$ cat config.mk
export PLATFORM = sky130hd
export DESIGN_NAME = lsu_mem_port
export DESIGN_NICKNAME = d
export VERILOG_FILES = /design/src/rtl/lsu_pkg.sv /design/src/rtl/lsu_load_extend.sv /design/src/rtl/lsu_mem_port.sv
export SDC_FILE = /design/constraint.sdc
export NUM_CORES = 1
export LEC_CHECK = 0
export CAP_MARGIN = 20
export CELL_PAD_IN_SITES_DETAIL_PLACEMENT = 1
export CELL_PAD_IN_SITES_GLOBAL_PLACEMENT = 2
export CORE_UTILIZATION = 25
export DETAILED_ROUTE_END_ITERATION = 12
export PLACE_DENSITY = 0.85
export SYNTH_ARGS = -nofsm -noshare
export SYNTH_HDL_FRONTEND = slang
export SYNTH_HIERARCHICAL = 1
export SYNTH_SLANG_ARGS = --single-unit
$ cat constraint.sdc
create_clock -name clk_i -period 3.25 [get_ports clk_i]
set_clock_uncertainty 0.1 [all_clocks]
set_input_delay 0.65 -clock clk_i [delete_from_list [all_inputs] [get_ports clk_i]]
set_output_delay 0.65 -clock clk_i [all_outputs]
set_load 0.05 [all_outputs]
$ cat src/rtl/lsu_pkg.sv
// lsu_pkg: shared funct3/memory encodings, FSM state type and request legality check
package lsu_pkg;
    localparam logic [2:0] F3_B  = 3'b000;
    localparam logic [2:0] F3_H  = 3'b001;
    localparam logic [2:0] F3_W  = 3'b010;
    localparam logic [2:0] F3_BU = 3'b100;
    localparam logic [2:0] F3_HU = 3'b101;
    localparam logic [2:0] MEM_WORD = 3'b010;
    localparam logic [2:0] MEM_BYTE = 3'b000;
    typedef enum logic [1:0] {IDLE, ACC0, ACC1, RESP} lsu_state_t;
    // Stores have no unsigned variants, so BU/HU are legal only for loads
    function automatic logic f3_legal(input logic we, input logic [2:0] f3);
        return (f3 == F3_B) || (f3 == F3_H) || (f3 == F3_W) ||
               (!we && ((f3 == F3_BU) || (f3 == F3_HU)));
    endfunction
endpackage

$ cat src/rtl/lsu_load_extend.sv
// lsu_load_extend: sign/zero-extends an assembled byte or halfword load result
//   funct3 : RV32I load width (B, H, BU, HU)
//   raw    : assembled low halfword, byte loads use only the low byte
//   rdata  : DATA_WIDTH extended result
module lsu_load_extend
    import lsu_pkg::*;
#(
    parameter int DATA_WIDTH = 32,
    parameter int BYTE_WIDTH = 8
) (
    input  logic [2:0]              funct3,
    input  logic [2*BYTE_WIDTH-1:0] raw,
    output logic [DATA_WIDTH-1:0]   rdata
);
    logic sign;
    logic half;
    assign half  = (funct3 == F3_H) || (funct3 == F3_HU);
    assign sign  = ((funct3 == F3_B) && raw[BYTE_WIDTH-1]) || ((funct3 == F3_H) && raw[2*BYTE_WIDTH-1]);
    assign rdata = half ? {{(DATA_WIDTH-2*BYTE_WIDTH){sign}}, raw}
                        : {{(DATA_WIDTH-BYTE_WIDTH){sign}}, raw[BYTE_WIDTH-1:0]};
endmodule

$ cat src/rtl/lsu_mem_port.sv
// lsu_mem_port: load/store unit initiator side of the data-memory port
//   clk_i, rst_ni                  : clock, asynchronous active-low reset
//   req_*                          : one load/store request per valid/ready handshake
//   resp_*                         : extended load data or store ack, error flag
//   mem_*                          : word / zero-extended byte memory port, combinational read data
//   Halfwords are split into two byte accesses (addr, addr+1).
//   Build option LSU_MISALIGN_TRAP_EN: misaligned W/H/HU return an error without accessing memory.
module lsu_mem_port
    import lsu_pkg::*;
#(
    parameter int ADDRESS_WIDTH = 32,
    parameter int DATA_WIDTH    = 32,
    parameter int BYTE_WIDTH    = 8
) (
    input  logic                     clk_i,
    input  logic                     rst_ni,
    input  logic                     req_valid_i,
    output logic                     req_ready_o,
    input  logic                     req_we_i,
    input  logic [2:0]               req_funct3_i,
    input  logic [ADDRESS_WIDTH-1:0] req_addr_i,
    input  logic [DATA_WIDTH-1:0]    req_wdata_i,
    output logic                     resp_valid_o,
    input  logic                     resp_ready_i,
    output logic [DATA_WIDTH-1:0]    resp_rdata_o,
    output logic                     resp_err_o,
    output logic                     mem_wr_en_o,
    output logic [2:0]               mem_funct3_o,
    output logic [ADDRESS_WIDTH-1:0] mem_addr_o,
    output logic [DATA_WIDTH-1:0]    mem_wdata_o,
    input  logic [DATA_WIDTH-1:0]    mem_rdata_i
);
    lsu_state_t               state;
    logic                     we_q;
    logic                     err_q;
    logic [2:0]               f3_q;
    logic [ADDRESS_WIDTH-1:0] addr_q;
    logic [DATA_WIDTH-1:0]    wdata_q;
    logic [DATA_WIDTH-1:0]    data_q;
    logic [DATA_WIDTH-1:0]    ext_rdata;
    logic                     misalign;
    logic                     req_err;
    logic                     is_word;
    logic                     in_acc;

`ifdef LSU_MISALIGN_TRAP_EN
    assign misalign = ((req_funct3_i == F3_W) && (req_addr_i[1:0] != 2'b00)) ||
                      (((req_funct3_i == F3_H) || (req_funct3_i == F3_HU)) && req_addr_i[0]);
`else
    assign misalign = 1'b0;
`endif

    assign req_err = !f3_legal(req_we_i, req_funct3_i) || misalign;

    always_ff @(posedge clk_i or negedge rst_ni) begin
        if (!rst_ni) begin
            state   <= IDLE;
            we_q    <= 1'b0;
            err_q   <= 1'b0;
            f3_q    <= 3'b000;
            addr_q  <= '0;
            wdata_q <= '0;
            data_q  <= '0;
        end else begin
            case (state)
                IDLE: if (req_valid_i) begin
                    we_q    <= req_we_i;
                    f3_q    <= req_funct3_i;
                    addr_q  <= req_addr_i;
                    wdata_q <= req_wdata_i;
                    err_q   <= req_err;
                    state   <= req_err ? RESP : ACC0;
                end
                ACC0: begin
                    if (!we_q) data_q <= is_word ? mem_rdata_i : DATA_WIDTH'(mem_rdata_i[BYTE_WIDTH-1:0]);
                    state <= ((f3_q == F3_H) || (f3_q == F3_HU)) ? ACC1 : RESP;
                end
                ACC1: begin
                    if (!we_q) data_q[2*BYTE_WIDTH-1:BYTE_WIDTH] <= mem_rdata_i[BYTE_WIDTH-1:0];
                    state <= RESP;
                end
                RESP: if (resp_ready_i) state <= IDLE;
                default: state <= IDLE;
            endcase
        end
    end

    lsu_load_extend #(
        .DATA_WIDTH(DATA_WIDTH),
        .BYTE_WIDTH(BYTE_WIDTH)
    ) u_extend (
        .funct3(f3_q),
        .raw   (data_q[2*BYTE_WIDTH-1:0]),
        .rdata (ext_rdata)
    );

    // Memory side is decoded from state so an async reset drops it immediately
    assign is_word      = f3_q == F3_W;
    assign in_acc       = (state == ACC0) || (state == ACC1);
    assign req_ready_o  = state == IDLE;
    assign resp_valid_o = state == RESP;
    assign resp_err_o   = resp_valid_o && err_q;
    assign resp_rdata_o = (resp_valid_o && !we_q && !err_q) ? (is_word ? data_q : ext_rdata) : '0;
    assign mem_wr_en_o  = in_acc && we_q;
    assign mem_funct3_o = (state == ACC0 && is_word) ? MEM_WORD : MEM_BYTE;
    assign mem_addr_o   = (state == ACC0) ? addr_q :
                          (state == ACC1) ? addr_q + ADDRESS_WIDTH'(1) : '0;
    assign mem_wdata_o  = (state == ACC0) ? (is_word ? wdata_q : DATA_WIDTH'(wdata_q[BYTE_WIDTH-1:0])) :
                          (state == ACC1) ? DATA_WIDTH'(wdata_q[2*BYTE_WIDTH-1:BYTE_WIDTH]) : '0;
endmodule
==> run_summary.xml <==
<?xml version="1.0" encoding="UTF-8"?>
<metrics>
  <group name="status">
    <metric name="run_status" unit="">finished clean</metric>
  </group>
  <group name="critical_path">
    <metric name="critPathLaunchType" unit="">flop</metric>
    <metric name="crit_type" unit="">flop to output port</metric>
    <metric name="worst-path-buf-inv" unit="">2</metric>
    <metric name="max_stage_delay" unit="ns">0.58</metric>
    <metric name="crit_chain" unit="">inv_2 -&gt; ha_4 -&gt; and4b_4 -&gt; nand4_4 -&gt; or4_4 -&gt; mux2i_4 -&gt; buf_12</metric>
    <metric name="critical-path-top-delay-family" unit="">simple AND/OR/NAND/NOR gates</metric>
    <metric name="source_of_the_critical_timing_path" unit="">state[1]</metric>
    <metric name="critical_path.slowest_cell" unit="">or4_4</metric>
    <metric name="timing.rr.start" unit="">state[0]</metric>
    <metric name="arrival" unit="ns">2.47</metric>
    <metric name="path_max_fanout" unit="">7</metric>
    <metric name="cp.required" unit="ns">2.50</metric>
    <metric name="endpoint_kind_of_the_worst_setup_timing_path" unit="">output port</metric>
  </group>
  <group name="clock_network">
    <metric name="clkSlewWorstSetupHoldPaths" unit="ns">0.07</metric>
    <metric name="cts.htree.levels" unit="">3</metric>
    <metric name="cts-buffers-inserted" unit="">9</metric>
    <metric name="clock_sinks" unit="">103</metric>
    <metric name="cts_tree" unit="">built</metric>
    <metric name="cts_buffer_depth" unit="">2</metric>
    <metric name="clock_latency" unit="ns">0.35</metric>
    <metric name="clk_root_buffer_cell" unit="">clkbuf_16</metric>
  </group>
  <group name="grt">
    <metric name="grt_remaining_overflow" unit="">0</metric>
    <metric name="number_of_antenna_violations_at_the_first_check_in_global_routing" unit="">0</metric>
    <metric name="global_route.usage.total" unit="%">16.7</metric>
    <metric name="first_global_vias" unit="">5648</metric>
    <metric name="first_pass_grt_wire_length" unit="mm">31.8</metric>
    <metric name="maximum_number_of_pins_on_one_net_before_global_route_repair" unit="">58</metric>
  </group>
  <group name="routing">
    <metric name="wirelength" unit="mm">20.4</metric>
    <metric name="post_drt_wl_per_cell" unit="microns">18.0</metric>
    <metric name="drtAntennaViolNets" unit="">0</metric>
    <metric name="drc_errors" unit="">0</metric>
    <metric name="routed_via_density" unit="">4.78</metric>
    <metric name="routed-via-count" unit="">5431</metric>
    <metric name="drt_iter0_markers" unit="">149</metric>
    <metric name="dr.pass1.iters" unit="">5</metric>
  </group>
  <group name="final_layout">
    <metric name="instances_no_fill" unit="">1136</metric>
    <metric name="num-fill-cells" unit="">2592</metric>
    <metric name="layout-drive-gt1-share" unit="%">33.4</metric>
    <metric name="finish.net_count" unit="">922</metric>
    <metric name="antenna_cells" unit="">0</metric>
    <metric name="area_growth_syn_to_layout" unit="%">61.6</metric>
  </group>
  <group name="floorplanning">
    <metric name="die_h" unit="microns">157</metric>
    <metric name="floorplan.rows" unit="">56</metric>
    <metric name="die_area" unit="sq mm">0.0247</metric>
    <metric name="fp.dieW" unit="microns">157</metric>
    <metric name="coreArea" unit="sq mm">0.0235</metric>
    <metric name="initial_standard_cell_utilization_of_the_core" unit="%">25.6</metric>
    <metric name="top_level_ports" unit="">207</metric>
  </group>
  <group name="synthesis">
    <metric name="ys_seq_elements" unit="">103</metric>
    <metric name="synth_area_leaders" unit="">dfrtp_1, mux2_2, nand2_1</metric>
    <metric name="synthArstFlopShare" unit="%">100</metric>
    <metric name="number_of_flops_mapped_to_enable_cells_by_yosys" unit="">0</metric>
    <metric name="synthCells" unit="">635</metric>
    <metric name="yosysWarnings" unit="">6</metric>
    <metric name="synthesis.area_per_instance" unit="sq um">9.50</metric>
    <metric name="largest_area_contributor_in_the_netlist" unit="">dfrtp_1</metric>
    <metric name="post-synth-top-count-cell" unit="">nand2_1</metric>
    <metric name="synthTopCellsByCount" unit="">nand2_1, dfrtp_1, mux2_2</metric>
    <metric name="synthesis.area" unit="sq mm">0.00603</metric>
    <metric name="synth_ff_type" unit="">dfrtp_1</metric>
    <metric name="synthDistinctLibCells" unit="">52</metric>
    <metric name="synth_sequential_area_ratio" unit="%">42.7</metric>
    <metric name="synthDominantCellAreaShare" unit="%">42.7</metric>
  </group>
  <group name="sta">
    <metric name="tightest_slew" unit="ns">0.835</metric>
    <metric name="finalCriticalPeriod" unit="ns">3.22</metric>
    <metric name="report.final.setup_viol" unit="">0</metric>
    <metric name="post-route-period-util" unit="%">99.0</metric>
    <metric name="hold_viol_final" unit="">0</metric>
    <metric name="timing.max_slew.rel_slack" unit="%">44.2</metric>
    <metric name="fin_setup_tns" unit="ns">0</metric>
    <metric name="grt_setup_unrepaired" unit="">yes</metric>
    <metric name="timing.fmax" unit="GHz">0.311</metric>
    <metric name="slew_violations" unit="">0</metric>
  </group>
  <group name="pwr">
    <metric name="power_density" unit="mW/mm^2">1020</metric>
    <metric name="power_leakage" unit="nW">3.96</metric>
    <metric name="ir_drop" unit="uV">761</metric>
    <metric name="power_total" unit="mW">9.98</metric>
  </group>
  <group name="place">
    <metric name="port-buffer-count" unit="">204</metric>
    <metric name="detailed_place_hpwl" unit="mm">14.3</metric>
    <metric name="gpl.final_weighted_congestion" unit="">0.797</metric>
    <metric name="placed_cells" unit="">1107</metric>
  </group>
  <group name="run">
    <metric name="max-cap-violations" unit="">0</metric>
  </group>
  <group name="hold_path">
    <metric name="worst_hold_check_path_type" unit="">input pin to async pin</metric>
  </group>
</metrics>
-- power by group --
group | switching (mW) | leakage (nW) | total [mW] | internal, mW
combinational | 3.49 | 2.53 | 6.10 | 2.61
sequential | 0.620 | 1.26 | 2.55 | 1.93
clock | 0.502 | 0.175 | 1.33 | 0.827
-- logic make-up after synthesis --
logic type | Yosys count | synth area share [%]
AND/OR/NAND/NOR | 233 | 20.2
buffers and inverters | 74 | 6.68
adder cells (fa/ha/maj) | 5 | 1.04
multiplexers | 80 | 14.9
XOR/XNOR | 7 | 1.02
other | 1 | 0.0622
AO/OA/AOI/OAI | 132 | 13.4
flip-flops | 103 | 42.7
-- final cells by class --
class	count	area (sq um)	area share (%)
tap	319	399	4.09
timing repair buffer	233	3110	31.9
multi-input combinational	460	3280	33.7
inverter	6	22.5	0.231
clock inverter	6	134	1.37
sequential	103	2580	26.4
clock buffer	9	225	2.31
-- sequential cells by signal (all words and copies together), names as in the netlist --
signal   count
data_q      32
state        2
err_q        1
we_q         1
f3_q         3
wdata_q     32
addr_q      32
-- layer usage --
| metal | up-vias | GRT usage (%) | wire [microns] |
|---|---|---|---|
| met5 | - | 0 | 0 |
| met4 | 0 | 3.37 | 252 |
| met3 | 17 | 5.92 | 1510 |
| met2 | 151 | 27.2 | 9790 |
| met1 | 2686 | 21.2 | 8860 |
| li1 | 2577 | - | - |
-- path summary, 6_finish.rpt --
check | depth (start not counted) | endpoint | slack, ns
max in group asynchronous | 2 | addr_q[28] | 2.07
min in group clk_i | 2 | data_q[28] | 0.38
worst max register to register | 7 | data_q[12] | 0.98
worst max-delay path | 7 | mem_addr_o[30] | 0.03
worst min register to register | 2 | data_q[28] | 0.38
worst min-delay path | 1 | data_q[20] | 0.18
-- worst reg2reg max path, delay by kind of cell, from the launching register on --
family | cells | cell delay, ns
buf+inv | 3 | 0.43
simple gates | 2 | 0.81
flops | 1 | 0.41
fa+ha+maj | 1 | 0.21
compound gates | 1 | 0.19
-- stage by stage --
| stage | hold slack [ns] | area (sq um) | util, % | setup slack [ns] |
|---|---|---|---|---|
| 4_1_cts | 0.194 | 9570 | 40.7 | 0.00160 |
| 3_3_place_gp | 0.362 | 9080 | 38.6 | 0.230 |
| 3_5_place_dp | 0.372 | 9080 | 38.6 | 0.166 |
| 2_1_floorplan | 0.254 | 6040 | - | 0.0342 |
| 5_1_grt | 0.206 | 9750 | 41.4 | -0.0386 |
| 6_report | 0.184 | 9750 | 41.4 | 0.0334 |
-- placed cells by master (no fill, tap or decap), types with 2 or more instances in the layout --
cell / synthesis / final
buf_12: 0 / 87
nand2_1: 123 / 122
nor2b_1: 2 / 2
nand3_2: 1 / 2
nand2b_1: 6 / 6
or3_1: 5 / 5
clkbuf_16: 0 / 9
o21ai_0: 32 / 32
nor3_1: 3 / 3
dfrtp_1: 103 / 103
conb_1: 1 / 2
clkdlybuf4s50_1: 0 / 106
a21oi_1: 50 / 38
nor2_1: 13 / 9
or4_1: 11 / 4
a41o_1: 2 / 2
nand4_4: 2 / 3
ha_1: 5 / 2
inv_1: 6 / 5
a22oi_1: 8 / 8
o31ai_1: 10 / 9
and4_1: 4 / 3
and2_1: 6 / 6
nor2_2: 0 / 3
a21oi_2: 0 / 11
nand4_1: 7 / 7
nand3_1: 11 / 9
a21o_1: 9 / 9
a31oi_1: 2 / 2
nor4_2: 0 / 3
bufinv_16: 0 / 4
mux2_2: 78 / 78
and3_1: 27 / 26
buf_4: 28 / 39
a22o_1: 11 / 11
or4_4: 0 / 7
xnor2_1: 3 / 3
xor2_1: 4 / 4
ha_2: 0 / 2
-- timing repair --
action	CTS	global route
gates resized for setup	23	25
hold buffers	0	0
pin swaps	2	11
endpoints found under the setup margin	26	29
setup buffers	4	9
gates cloned	1	0
Note: power is estimated with default switching activity, not from simulation.
